## src/rtl/load_store_unit_pkg.sv

```systemverilog
// Shared definitions for the load/store unit: RV32I funct3 codes, FSM states
// and the byte-enable / store-lane / legality helpers used at request accept.
package load_store_unit_pkg;

    localparam logic [2:0] F3_LB  = 3'b000;
    localparam logic [2:0] F3_LH  = 3'b001;
    localparam logic [2:0] F3_LW  = 3'b010;
    localparam logic [2:0] F3_LBU = 3'b100;
    localparam logic [2:0] F3_LHU = 3'b101;
    localparam logic [2:0] F3_SB  = 3'b000;
    localparam logic [2:0] F3_SH  = 3'b001;
    localparam logic [2:0] F3_SW  = 3'b010;

    typedef enum logic [1:0] {
        IDLE = 2'd0,
        REQ  = 2'd1,
        WAIT = 2'd2,
        DONE = 2'd3
    } lsu_state_t;

    // funct3[1:0] encodes access width for both loads and stores.
    function automatic logic [3:0] lsu_byte_enable(input logic [2:0] funct3,
                                                   input logic [1:0] addr_lo);
        logic [3:0] be;
        case (funct3[1:0])
            2'b00:   be = 4'b0001 << addr_lo;
            2'b01:   be = 4'b0011 << {addr_lo[1], 1'b0};
            default: be = 4'b1111;
        endcase
        return be;
    endfunction

    function automatic logic [31:0] lsu_store_data(input logic [2:0]  funct3,
                                                   input logic [31:0] wdata);
        logic [31:0] data;
        case (funct3[1:0])
            2'b00:   data = {4{wdata[7:0]}};
            2'b01:   data = {2{wdata[15:0]}};
            default: data = wdata;
        endcase
        return data;
    endfunction

    // Illegal funct3 encodings are reported the same way as misalignment.
    function automatic logic lsu_misaligned_op(input logic       we,
                                               input logic [2:0] funct3,
                                               input logic [1:0] addr_lo);
        logic illegal;
        logic unaligned;
        if (we) begin
            illegal = (funct3 > F3_SW);
        end else begin
            illegal = (funct3 inside {3'b011, 3'b110, 3'b111});
        end
        case (funct3[1:0])
            2'b01:   unaligned = addr_lo[0];
            2'b10:   unaligned = (addr_lo != 2'b00);
            default: unaligned = 1'b0;
        endcase
        return illegal | unaligned;
    endfunction

endpackage

```

## src/rtl/load_store_unit_load_formatter.sv

```systemverilog
// Selects the addressed byte/halfword lane of a bus read word and applies
// sign or zero extension for register-file writeback.
module lsu_load_formatter
    import load_store_unit_pkg::*;
(
    input  logic [2:0]  funct3,
    input  logic [1:0]  addr_lo,
    input  logic [31:0] bus_rdata,
    output logic [31:0] lsu_rdata_next
);

    logic [7:0]  byte_lane [4];
    logic [15:0] half_lane [2];
    logic [7:0]  sel_byte;
    logic [15:0] sel_half;

    genvar gi;
    generate
        for (gi = 0; gi < 4; gi++) begin : g_byte_lane
            assign byte_lane[gi] = bus_rdata[8*gi +: 8];
        end
        for (gi = 0; gi < 2; gi++) begin : g_half_lane
            assign half_lane[gi] = bus_rdata[16*gi +: 16];
        end
    endgenerate

    assign sel_byte = byte_lane[addr_lo];
    assign sel_half = half_lane[addr_lo[1]];

    always_comb begin
        lsu_rdata_next = bus_rdata;
        case (funct3)
            F3_LB:   lsu_rdata_next = {{24{sel_byte[7]}}, sel_byte};
            F3_LH:   lsu_rdata_next = {{16{sel_half[15]}}, sel_half};
            F3_LBU:  lsu_rdata_next = {24'h000000, sel_byte};
            F3_LHU:  lsu_rdata_next = {16'h0000, sel_half};
            default: lsu_rdata_next = bus_rdata;
        endcase
    end

endmodule

```

## src/rtl/load_store_unit.sv

```systemverilog
// Multi-cycle RV32I load/store unit: turns execute-stage memory ops into
// word-aligned req/gnt/rvalid bus transactions and formats load results.
module load_store_unit
    import load_store_unit_pkg::*;
#(
    parameter int TIMEOUT_CYCLES = 255
) (
    input  logic        clk,
    input  logic        reset_n,
    input  logic        lsu_valid,
    input  logic        lsu_we,
    input  logic [2:0]  lsu_funct3,
    input  logic [31:0] lsu_addr,
    input  logic [31:0] lsu_wdata,
    output logic        lsu_ready,
    output logic        lsu_stall,
    output logic        lsu_done,
    output logic [31:0] lsu_rdata,
    output logic        lsu_misaligned,
    output logic        lsu_bus_error,
    output logic        bus_req,
    output logic        bus_we,
    output logic [31:0] bus_addr,
    output logic [3:0]  bus_be,
    output logic [31:0] bus_wdata,
    input  logic        bus_gnt,
    input  logic        bus_rvalid,
    input  logic [31:0] bus_rdata
);

    localparam int CNT_W = (TIMEOUT_CYCLES > 1) ? $clog2(TIMEOUT_CYCLES) : 1;

    lsu_state_t  state_reg, state_next;
    logic        we_reg;
    logic [2:0]  funct3_reg;
    logic [31:0] addr_reg;
    logic [3:0]  be_reg;
    logic [31:0] wdata_reg;
    logic        err_mis_reg;
    logic        err_to_reg;
    logic [CNT_W-1:0] count_reg;
    logic [31:0] rdata_reg;
    logic [31:0] lsu_rdata_next;

    logic accept;
    logic mis_now;
    logic busy;
    logic timeout_hit;

    assign accept  = (state_reg == IDLE) && lsu_valid;
    assign mis_now = lsu_misaligned_op(lsu_we, lsu_funct3, lsu_addr[1:0]);
    assign busy    = (state_reg == REQ) || (state_reg == WAIT);

    // The comparison uses count+1 so the abort lands TIMEOUT_CYCLES after accept.
    generate
        if (TIMEOUT_CYCLES > 0) begin : g_timeout
            assign timeout_hit = (32'(count_reg) + 32'd1) >= (32'(TIMEOUT_CYCLES) - 32'd1);
        end else begin : g_no_timeout
            assign timeout_hit = 1'b0;
        end
    endgenerate

    always_ff @(posedge clk or negedge reset_n) begin
        if (!reset_n) begin
            state_reg <= IDLE;
        end else begin
            state_reg <= state_next;
        end
    end

    always_comb begin
        state_next = state_reg;
        unique case (state_reg)
            IDLE: if (lsu_valid) state_next = mis_now ? DONE : REQ;
            REQ: begin
                if (timeout_hit)  state_next = DONE;
                else if (bus_gnt) state_next = WAIT;
            end
            WAIT: begin
                if (timeout_hit || bus_rvalid) state_next = DONE;
            end
            DONE: state_next = IDLE;
        endcase
    end

    always_comb begin
        lsu_ready = 1'b0;
        lsu_stall = 1'b0;
        lsu_done  = 1'b0;
        bus_req   = 1'b0;
        unique case (state_reg)
            IDLE: begin
                lsu_ready = 1'b1;
                lsu_stall = lsu_valid;
            end
            REQ: begin
                lsu_stall = 1'b1;
                bus_req   = 1'b1;
            end
            WAIT: lsu_stall = 1'b1;
            DONE: lsu_done  = 1'b1;
        endcase
    end

    assign lsu_misaligned = lsu_done & err_mis_reg;
    assign lsu_bus_error  = lsu_done & err_to_reg;
    assign lsu_rdata      = rdata_reg;
    assign bus_we         = we_reg;
    assign bus_addr       = {addr_reg[31:2], 2'b00};
    assign bus_be         = be_reg;
    assign bus_wdata      = wdata_reg;

    always_ff @(posedge clk or negedge reset_n) begin
        if (!reset_n) begin
            we_reg      <= 1'b0;
            funct3_reg  <= 3'b000;
            addr_reg    <= 32'h0;
            be_reg      <= 4'h0;
            wdata_reg   <= 32'h0;
            err_mis_reg <= 1'b0;
            err_to_reg  <= 1'b0;
            count_reg   <= '0;
            rdata_reg   <= 32'h0;
        end else begin
            if (accept) begin
                we_reg      <= lsu_we;
                funct3_reg  <= lsu_funct3;
                addr_reg    <= lsu_addr;
                be_reg      <= lsu_byte_enable(lsu_funct3, lsu_addr[1:0]);
                wdata_reg   <= lsu_store_data(lsu_funct3, lsu_wdata);
                err_mis_reg <= mis_now;
                err_to_reg  <= 1'b0;
                count_reg   <= '0;
            end
            if (busy) begin
                count_reg <= count_reg + 1'b1;
                if (timeout_hit) err_to_reg <= 1'b1;
            end
            // Stores complete on the write-ack without touching the load result.
            if ((state_reg == WAIT) && !timeout_hit && bus_rvalid && !we_reg) begin
                rdata_reg <= lsu_rdata_next;
            end
        end
    end

    lsu_load_formatter u_load_formatter (
        .funct3         (funct3_reg),
        .addr_lo        (addr_reg[1:0]),
        .bus_rdata      (bus_rdata),
        .lsu_rdata_next (lsu_rdata_next)
    );

endmodule

```

## config.mk

```make
export PLATFORM = sky130hd
export DESIGN_NAME = load_store_unit
export DESIGN_NICKNAME = d
export VERILOG_FILES = /design/src/rtl/load_store_unit_pkg.sv /design/src/rtl/load_store_unit_load_formatter.sv /design/src/rtl/load_store_unit.sv
export SDC_FILE = /design/constraint.sdc
export NUM_CORES = 1
export LEC_CHECK = 0
export BUFFER_PORTS_ARGS = -buffer_cell sky130_fd_sc_hd__buf_2
export CORE_MARGIN = 3
export CORE_UTILIZATION = 45
export CTS_CLUSTER_DIAMETER = 30
export DETAILED_ROUTE_END_ITERATION = 8
export GPL_TIMING_DRIVEN = 0
export PLACE_DENSITY = 0.77
export SLEW_MARGIN = 40
export SYNTH_ARGS = -nofsm -noshare
export SYNTH_HDL_FRONTEND = slang
export SYNTH_SLANG_ARGS = --single-unit
```

## constraint.sdc

```tcl
create_clock -name clk -period 1.9 [get_ports clk]
set_input_delay 0.38 -clock clk [delete_from_list [all_inputs] [get_ports clk]]
set_output_delay 0.38 -clock clk [all_outputs]
set_load 0.005 [all_outputs]
```

==> key figures <==
Status
  • Outcome: finished with violations
  • Violated checks: setup timing

Power
  • Switch Pwr: slightly above 0.005 W
  • Clock power share: 24.1%
  • Power per cell area: approximately 1700 nW/um^2
  • Worst vdd ir: 861 uV
  • Total power: between 0.01 and 0.015 W
  • Reg power frac: ~31%
  • Combinational fraction of design power: 44.9%
  • Sw frac: 36.4%
  • Pint: 0.00887 W
  • Leakage: 4.30 nW

Synthesis
  • Unique cell type count in the Yosys netlist: between 40 and 50
  • Post-Syn Instances: roughly 650
  • Synth top area cells: dfrtp_1 (50%), nand2_1 (13%), buf_4 (4.4%)
  • Syn Area/Cell: approximately 8.9 um^2
  • Cell taking the most area after synthesis: dfrtp_1
  • Synth Warn #: 0
  • Area share of the largest cell type after synthesis: 49.9%
  • Seq cells post-synth: 116
  • Seq/Total Area, Yosys: between 40% and 50%
  • Mapped Area: slightly below 6000 um^2

Timing
  • Clock skew: 0.00574 ns
  • Setup ws final: -0.143 ns
  • Worst-margin pin slew: around 0.62 ns
  • RSZ-0062 raised after global routing: true
  • Slew Viols, Final: 0
  • Worst hold slack: ~0.15 ns
  • # setup viols final: 34
  • Hold Fails Final Rpt: 0
  • Min Tclk post-route: 2.04 ns
  • Fmax achieved: 0.489 GHz
  • Rel. slew slack: around three fifths
  • Tcrit/Tclk final: 108%

Clock tree
  • CTS tree: yes
  • Clock Latency Late Sink: ~0.41 ns
  • CTS H-tree lvls: 4
  • Clock sink count: 116
  • Clock transition at the registers of the reported paths: 0.06 ns
  • CTS root buf: clkbuf_16
  • CTS Buf Count: 17
  • CTS max path bufs: 2

Die
  • Die area: about 14000 um^2
  • Row count: 40
  • Die extent in x: between 100 and 150 um
  • Initial core utilization: 47.3%
  • Die height: about 120 um
  • Core Footprint: around 12000 um^2
  • Ports: 212

Setup path
  • Type of element launching the critical path: register
  • WP buf/inv: 3
  • Slowest CP cell: dfrtp_2
  • R2R depth: 9
  • Critical path's largest stage delay: 0.43 ns
  • Crit Path Class: reg -> reg
  • Worst path required time: about 2.2 ns
  • Critical-path cell list: buf_6 -> a21bo_4 -> a2111oi_4 -> o221ai_2 -> o21ai_4 -> buf_12 -> buf_4 -> a21oi_1 -> a21o_1
  • Crit. path cell count: 9
  • Worst EP arrival: 2.34 ns
  • Crit-path max FO: 8
  • CP endpoint kind: register
  • CP top delay family: compound AO/OA/AOI/OAI gates

Layout
  • Final Cell Area: ~8000 um^2
  • Fill cells: between 1000 and 1500
  • Share of layout cells above drive strength 1: 37.7%
  • Commonest non-fill, non-tap cell in the layout: buf_2
  • Final #Nets: 1020
  • Area grow syn2layout: 39.7%
  • Post-Layout Cell Count: 1085
  • Most frequent cells in the layout: buf_2 (210), nand2_1 (206), dfrtp_1 (114)
  • Antenna Cells: 0

Drt
  • Routed Wire Length: roughly 18000 um
  • DR vias: 5804
  • DRT iter0 DRCs: 546
  • Met2 wire length: between 9000 and 10000 um
  • Wire length on met1: 7310 um
  • # DRC: 0
  • WL met3: 1580 um
  • Wire per inst: 17.0 um
  • Highest metal used: met5
  • First-pass detailed-route iteration total: 5
  • Via density: 5.35
  • Remaining antenna violation count: 0

Global routing
  • Pin count of the biggest net entering global routing: 68
  • Vias in the first global route: 5654
  • Global route overflow: 0
  • First-pass GRT wire length: 28500 um
  • Total track usage: 25.1%
  • Initial antenna violation count: 1

Place
  • Placed instance count: about 1000
  • RD Place Congestion: 0.935
  • Post-DP Area: 7140 um^2
  • DPL Wire Length: 12900 um
  • Port Buffers: 209

Min path
  • Hold Path Class: in -> reg
  • Min-Delay Path Depth: 3

Job
  • # Max-Cap Violations: 0
[final timing paths]
kind	to	startpoint	slack, ns
min in group asynchronous	lsu_rdata[27]	reset_n	0.46
max in group asynchronous	bus_wdata[30]	reset_n	0.77
min reg2reg	bus_be[1]	bus_be[1]	0.46
min	addr_reg[15]	lsu_addr[15]	0.15
max	lsu_rdata[17]	count_reg[1]	-0.14
max reg2reg	lsu_rdata[17]	count_reg[1]	-0.14
[per-stage QoR]
stage                     setup TNS, ns  util, %  setup WS, ns
after floorplan                   -1.66        -       -0.0820
after global placement          -143.97     57.7         -1.03
after detailed placement         -30.16     58.0        -0.499
after CTS                         -2.38     65.0        -0.127
after global routing              -6.09     66.0        -0.239
final                             -2.26     66.0        -0.143
[synthesized netlist by cell type, drive strengths merged]
cell,number
nor2b,5
a21bo,1
o22ai,8
ha,10
o32a,1
o221ai,1
nor3b,3
clkinv,1
a2111oi,1
o211ai,2
a22oi,9
o31ai,3
nand4b,1
nand2,208
a2111o,1
a21o,17
inv,14
xnor2,4
and2,3
buf,40
conb,1
xor2,2
a31oi,13
o22a,1
nor4b,1
clkbuf,33
mux2i,15
a221oi,15
mux4,1
nand3,3
a22o,8
o31a,7
and4,1
a21oi,23
nor2,38
dfrtp,116
a211oi,1
nand3b,1
o21ai,41
[kinds of logic after synthesis]
logic type / count (synthesis) / share of synthesized area (%)
adder cells (fa/ha/maj): 10 / 2.15
AO/OA/AOI/OAI: 153 / 18.0
multiplexers: 16 / 2.97
other: 1 / 0.0644
XOR/XNOR: 6 / 0.903
AND/OR/NAND/NOR: 264 / 18.1
buffers and inverters: 88 / 7.99
flip-flops: 116 / 49.9
[power by group through the flow]
stage	logic [W]	clock network (W)	registers (W)
floorplan	0.00329	0	0.00428
global placement	0.00527	0	0.00430
detailed placement	0.00540	0	0.00433
CTS	0.00587	0.00338	0.00430
global route	0.00690	0.00351	0.00446
finish	0.00627	0.00336	0.00432
[repair_timing]
action | CTS | global route
hold buffers | 1 | 0
pin swaps | 5 | 5
buffers inserted | 10 | 11
resized for setup | 47 | 29
hold endpoints to repair | 49 | 0
gates cloned | 1 | 0
setup endpoints to repair | 104 | 49
[routing by layer]
layer | track usage [%] | up-vias
li1 | - | 2689
met1 | 30.9 | 2753
met2 | 42.5 | 313
met3 | 7.49 | 47
met4 | 8.23 | 2
met5 | 0 | -
[tightest hold or removal path, delay by kind of cell]
family        cells  cell delay (ns)
buf+inv           1             0.07
simple gates      2             0.08
[area by class of cell]
| cell class | instances | area (um^2) | share of cell area (%) |
|---|---|---|---|
| sequential | 116 | 2910 | 35.7 |
| multi-input combinational | 451 | 2570 | 31.6 |
| timing repair buffer | 233 | 1290 | 15.8 |
| clock buffer | 22 | 494 | 6.08 |
| buffer | 71 | 482 | 5.92 |
| tap | 168 | 210 | 2.59 |
| clock inverter | 9 | 125 | 1.54 |
| inverter | 15 | 56.3 | 0.692 |
(Power assumes the default switching activity.)
